File: src/rtl/div_pkg.sv
// Shared types and constants for the iterative RV32M divider.
// Op encodings follow funct3[1:0] of DIV/DIVU/REM/REMU.
package div_pkg;

  typedef enum logic [1:0] {
    OP_DIV  = 2'b00,
    OP_DIVU = 2'b01,
    OP_REM  = 2'b10,
    OP_REMU = 2'b11
  } div_op_e;

  typedef enum logic [2:0] {
    ST_IDLE,
    ST_LZA,
    ST_LZB,
    ST_ITER,
    ST_FIX,
    ST_DONE
  } div_state_e;

  localparam logic [31:0] DIV_BY_ZERO_Q = 32'hFFFF_FFFF;
  localparam logic [31:0] INT_MIN       = 32'h8000_0000;

endpackage

File: src/rtl/div_restore_step.sv
// One restoring-division step: conditional subtract, quotient bit insert, divisor shift.
module div_restore_step (
  input  logic [31:0] i_rem,
  input  logic [63:0] i_div,
  input  logic [31:0] i_quo,
  output logic [31:0] o_rem,
  output logic [63:0] o_div,
  output logic [31:0] o_quo
);

  logic w_ge;

  // The divisor may still sit above bit 31 early in a full 32-step run.
  assign w_ge  = ({32'd0, i_rem} >= i_div);
  assign o_rem = w_ge ? (i_rem - i_div[31:0]) : i_rem;
  assign o_quo = {i_quo[30:0], w_ge};
  assign o_div = i_div >> 1;

endmodule

File: src/rtl/leading_zero_counter_32bit.sv
// Leading-zero count of a 32-bit word; o_NLZ is only meaningful when o_all_zero is low.
module leading_zero_counter_32bit (
  input  logic [31:0] i_data,
  output logic [4:0]  o_NLZ,
  output logic        o_all_zero
);

  // Later (higher) set bits override earlier ones, leaving the MSB-most position.
  always_comb begin
    o_NLZ = 5'd0;
    for (int i = 0; i < 32; i++) begin
      if (i_data[i]) o_NLZ = 5'(31 - i);
    end
  end

  assign o_all_zero = (i_data == 32'd0);

endmodule

File: src/rtl/div_lzc_sequencer.sv
// Iterative RV32M divider with leading-zero-count early-out and valid/ready handshakes.
// One LZC is shared: dividend magnitude counted in LZA, divisor magnitude in LZB.
module div_lzc_sequencer
  import div_pkg::*;
#(
  parameter bit EARLY_OUT = 1'b1
) (
  input  logic        i_clk,
  input  logic        i_rst,
  input  logic        i_flush,
  input  logic        i_valid,
  output logic        o_ready,
  input  logic [1:0]  i_op,
  input  logic [31:0] i_rs1,
  input  logic [31:0] i_rs2,
  output logic        o_valid,
  input  logic        i_ready,
  output logic [31:0] o_result,
  output logic        o_busy
);

  div_state_e  r_state;
  div_op_e     r_op;
  logic        r_neg_q;
  logic        r_neg_r;
  logic [31:0] r_a;
  logic [31:0] r_b;
  logic [31:0] r_q;
  logic [31:0] r_r;
  logic [63:0] r_d;
  logic [5:0]  r_nz_a;
  logic [5:0]  r_cnt;
  logic [31:0] r_result;
  logic        r_valid;

  logic [31:0] w_lzc_in;
  logic [4:0]  w_nlz;
  logic        w_all_zero;
  logic [5:0]  w_nz;
  logic        w_signed;
  logic [31:0] w_rs1_mag;
  logic [31:0] w_rs2_mag;
  logic        w_ovf;
  logic        w_early;
  logic [5:0]  w_k;
  logic [4:0]  w_shamt;
  logic [31:0] w_step_r;
  logic [63:0] w_step_d;
  logic [31:0] w_step_q;
  logic [31:0] w_fix_q;
  logic [31:0] w_fix_r;

  assign w_lzc_in = (r_state == ST_LZA) ? r_a : r_b;

  leading_zero_counter_32bit u_lzc (
    .i_data     (w_lzc_in),
    .o_NLZ      (w_nlz),
    .o_all_zero (w_all_zero)
  );

  assign w_nz      = w_all_zero ? 6'd32 : {1'b0, w_nlz};
  assign w_signed  = ~i_op[0];
  assign w_rs1_mag = (w_signed && i_rs1[31]) ? (32'd0 - i_rs1) : i_rs1;
  assign w_rs2_mag = (w_signed && i_rs2[31]) ? (32'd0 - i_rs2) : i_rs2;
  assign w_ovf     = w_signed && (i_rs1 == INT_MIN) && (i_rs2 == 32'hFFFF_FFFF);

  // In LZB w_nz is the divisor count; fewer divisor zeros means divisor > dividend.
  assign w_early = EARLY_OUT && (w_nz < r_nz_a);
  assign w_k     = EARLY_OUT ? (w_nz - r_nz_a + 6'd1) : 6'd32;
  assign w_shamt = EARLY_OUT ? 5'(w_nz - r_nz_a) : 5'd31;

  div_restore_step u_step (
    .i_rem (r_r),
    .i_div (r_d),
    .i_quo (r_q),
    .o_rem (w_step_r),
    .o_div (w_step_d),
    .o_quo (w_step_q)
  );

  assign w_fix_q = r_neg_q ? (32'd0 - r_q) : r_q;
  assign w_fix_r = r_neg_r ? (32'd0 - r_r) : r_r;

  always_ff @(posedge i_clk) begin
    if (i_rst) begin
      r_state  <= ST_IDLE;
      r_op     <= OP_DIV;
      r_neg_q  <= 1'b0;
      r_neg_r  <= 1'b0;
      r_a      <= 32'd0;
      r_b      <= 32'd0;
      r_q      <= 32'd0;
      r_r      <= 32'd0;
      r_d      <= 64'd0;
      r_nz_a   <= 6'd0;
      r_cnt    <= 6'd0;
      r_result <= 32'd0;
      r_valid  <= 1'b0;
    end else if (i_flush) begin
      r_state <= ST_IDLE;
      r_valid <= 1'b0;
    end else begin
      case (r_state)
        ST_IDLE: begin
          if (i_valid) begin
            r_op    <= div_op_e'(i_op);
            r_neg_q <= w_signed && (i_rs1[31] ^ i_rs2[31]);
            r_neg_r <= w_signed && i_rs1[31];
            r_a     <= w_rs1_mag;
            r_b     <= w_rs2_mag;
            if (i_rs2 == 32'd0) begin
              r_result <= i_op[1] ? i_rs1 : DIV_BY_ZERO_Q;
              r_valid  <= 1'b1;
              r_state  <= ST_DONE;
            end else if (w_ovf) begin
              r_result <= i_op[1] ? 32'd0 : INT_MIN;
              r_valid  <= 1'b1;
              r_state  <= ST_DONE;
            end else begin
              r_state <= ST_LZA;
            end
          end
        end
        ST_LZA: begin
          r_nz_a  <= w_nz;
          r_state <= ST_LZB;
        end
        ST_LZB: begin
          r_q <= 32'd0;
          r_r <= r_a;
          if (w_early) begin
            r_state <= ST_FIX;
          end else begin
            r_d     <= {32'd0, r_b} << w_shamt;
            r_cnt   <= w_k;
            r_state <= ST_ITER;
          end
        end
        ST_ITER: begin
          r_r   <= w_step_r;
          r_q   <= w_step_q;
          r_d   <= w_step_d;
          r_cnt <= r_cnt - 6'd1;
          if (r_cnt == 6'd1) r_state <= ST_FIX;
        end
        ST_FIX: begin
          case (r_op)
            OP_DIV:  r_result <= w_fix_q;
            OP_DIVU: r_result <= r_q;
            OP_REM:  r_result <= w_fix_r;
            default: r_result <= r_r;
          endcase
          r_valid <= 1'b1;
          r_state <= ST_DONE;
        end
        ST_DONE: begin
          if (i_ready) begin
            r_valid <= 1'b0;
            r_state <= ST_IDLE;
          end
        end
        default: r_state <= ST_IDLE;
      endcase
    end
  end

  assign o_ready  = (r_state == ST_IDLE);
  assign o_busy   = (r_state != ST_IDLE);
  assign o_valid  = r_valid;
  assign o_result = r_result;

endmodule

File: config.mk
export PLATFORM = sky130hd
export DESIGN_NAME = div_lzc_sequencer
export DESIGN_NICKNAME = d
export VERILOG_FILES = /design/src/rtl/div_pkg.sv /design/src/rtl/div_restore_step.sv /design/src/rtl/leading_zero_counter_32bit.sv /design/src/rtl/div_lzc_sequencer.sv
export SDC_FILE = /design/constraint.sdc
export NUM_CORES = 1
export LEC_CHECK = 0
export BUFFER_PORTS_ARGS = -buffer_cell sky130_fd_sc_hd__buf_2
export CAP_MARGIN = 20
export CORE_MARGIN = 2
export CORE_UTILIZATION = 35
export CTS_CLUSTER_DIAMETER = 60
export DETAILED_ROUTE_END_ITERATION = 10
export GPL_TIMING_DRIVEN = 0
export SYNTH_ARGS = -nofsm -noshare
export SYNTH_HDL_FRONTEND = slang
export SYNTH_SLANG_ARGS = --single-unit
File: constraint.sdc
create_clock -name i_clk -period 4.74 [get_ports i_clk]
set_input_delay 0.474 -clock i_clk [delete_from_list [all_inputs] [get_ports i_clk]]
set_output_delay 0.474 -clock i_clk [all_outputs]
set_load 0.03 [all_outputs]
==> impl_metrics.json <==
{
  "seq_area_sq_um": 4870,
  "ys_warn_count": 0,
  "cpPeakStageDelay_ns": 0.59,
  "grt_usage": 0.285,
  "netlist_instances": 2304,
  "syn_avg_cell_area_sq_um": 7.58,
  "skew_ns": 0.0337,
  "start_kind": "register",
  "worst_pin_slew_ns": 1.12,
  "clk_transition_reported_paths_ns": 0.06,
  "setup_tns_ns": -0.0616,
  "final_period_minus_worst_setup_slack_ns": 4.78,
  "clk_latency_ns": 0.56,
  "final_common_cell": "nor2_1",
  "hold_viol_final": 0,
  "drive_gt1_frac": 0.183,
  "grt_max_degree": 12,
  "dieArea_sq_um": 51700,
  "grt_pass1_vias": 18100,
  "vias_per_cell": 6.04,
  "syn_area_sq_um": 17500,
  "dp_hpwl_mm": 58.6,
  "violations": "setup timing",
  "finalCritPeriodShare": 1.01,
  "vias": 19100,
  "routabilityCongestion": 0.984,
  "cts.sink_count": 243,
  "path_cells": "or3b_4 -> buf_8 -> mux2i_4 -> a221o_1 -> a21oi_2 -> o221ai_2 -> a31oi_2 -> nor4_2 -> o31a_1 -> fa_2 -> clkbuf_16 -> clkbuf_16 -> mux4_2 -> mux2i_4 -> mux2i_2 -> nand2_1 -> o211ai_1 -> o211ai_1 -> a21oi_1",
  "first_iter_violations": 2138,
  "synth_nets": 2423,
  "setup_viol": 3,
  "status": "complete, but fails checks",
  "die_w_um": 227,
  "critPathCaptureType": "register",
  "grt_pass1_wl_mm": 111,
  "core_area_sq_um": 49100,
  "maxCapViolCount": 0,
  "ant_nets": 0,
  "path_delay_family": "compound AO/OA/AOI/OAI gates",
  "required_ns": 5.11,
  "fp.dieH_um": 227,
  "cts_tree": "yes",
  "cts-buffers-inserted": 34,
  "fin_ws_ns": -0.0423,
  "crit_arrival_ns": 5.15,
  "powerDensity_nw_per_um2": 406,
  "yosys_most_used_dff": "dfxtp_1",
  "clock.fmax_mhz": 209,
  "p_leak_nw": 7.63,
  "rows": 81,
  "wl_per_cell_um": 23.8,
  "path_buf_inv": 3,
  "postRouteWirelength_mm": 75.4,
  "layout_common_cells": "329 x nor2_1, 240 x dfxtp_1, 178 x nand2_1",
  "nets": 2597,
  "start_util": 0.356,
  "fill_cells": 5006,
  "area.growth.synth_to_final_pct": 23.8,
  "io_buffers": 105,
  "cts_hold_buf": 0,
  "relSlewSlack": 0.246,
  "grt-ovfl-total": 0,
  "crit_path_top_delay_cell": "fa_2",
  "pin_count": 106,
  "dp_slack_ns": -1.79,
  "cts-root-buf": "clkbuf_16",
  "synth-seq-cells": 243,
  "synth-edff-count": 0,
  "slew_violations": 0,
  "peakVddDrop_uv": 279,
  "rsz0062_at_grt": "true",
  "hold_class": "input pin to register",
  "antenna_found_initial": 3,
  "async_flop_share": 0,
  "crit_fanout": 5,
  "ys_seq_area_frac": 0.279,
  "crit_type": "register to register",
  "h-tree-depth": 2,
  "synthDistinctLibCells": 74,
  "drt-pass1-iter-count": 6,
  "multi_input_area_sq_um": 12600,
  "cts_buffer_depth": 3,
  "drc": 0
}
[cell type report]
type,instances,area share
Multi-Input combinational cell,1799,0.584
Tap cell,664,0.0384
Inverter,92,0.0162
Clock buffer,46,0.0438
Clock inverter,14,0.00961
Sequential cell,243,0.226
Antenna cell,3,0.000347
Timing Repair Buffer,145,0.0412
Buffer,163,0.0412
[registers in the layout, summed over array words and instances (netlist names), 6 cells and up]
register	flops
r_r	32
r_b	32
r_q	32
r_nz_a	6
r_cnt	6
o_result	32
r_d	63
r_a	32
[cell usage after synthesis (all sizes together) (35+ instances only)]
cell,instances,area (sq um)
a211oi,135,1140
a21oi,153,766
a22oi,38,285
a311oi,35,307
clkbuf,148,556
dfxtp,243,4860
ha,46,576
inv,92,345
mux2i,60,601
nand2,201,754
nor2,333,1250
nor3,69,345
o21ai,131,659
xnor2,73,639
xor2,71,622
[metal layers]
layer,global-route usage,routed length (um)
met5,0,0
met4,0.105,2660
met3,0.0626,6960
met2,0.460,34400
met1,0.373,31400
[worst reg2reg max path, delay by kind of cell (launching register included)]
kind	cells	cell delay, ns
mux	4	0.96
fa+ha+maj	1	0.59
buf+inv	3	0.48
flops	1	0.35
simple gates	3	0.64
compound gates	8	1.58
[report_power, final]
group / switching [W] / leakage (nW) / internal, W
logic: 0.00224 / 5.10 / 0.00163
clock network: 0.00103 / 0.554 / 0.00163
registers: 0.000132 / 1.97 / 0.00211
[per-stage QoR]
stage               total power, W  std cells  hold slack [ns]   util  instance area (sq um)
finish                     0.00877       3169            0.195  0.441                  21600
global route               0.00906       3168            0.202  0.441                  21600
CTS                        0.00805       3141            0.181  0.423                  20800
detailed placement         0.00486       3073            0.467  0.384                  18800
global placement           0.00485       3073            0.461  0.384                  18800
floorplan                  0.00402       2304            0.449      -                  17500
[final timing paths]
kind              depth (start not counted)  startpoint        end  slack (ns)
setup / recovery                         19  r_state[1]    r_d[21]       -0.04
hold / removal                            3    i_rs2[0]     r_b[0]        0.19
setup reg to reg                         19  r_state[1]    r_d[21]       -0.04
hold reg to reg                           2   r_nz_a[2]  r_nz_a[2]        0.48
[cell families after synthesis]
kind of cell	synth area share
compound gates	0.277
xor+xnor	0.0722
fa+ha+maj	0.0353
buf+inv	0.0586
flops	0.279
mux	0.0653
simple gates	0.213
[what timing repair did]
item / CTS / global route
gates cloned: 1 / 3
pin swaps: 11 / 31
buffers inserted: 11 / 25
setup endpoints to repair: 72 / 70
gates resized for setup: 161 / 174
endpoints found under the hold margin: 0 / 0
(Power assumes the default switching activity.)
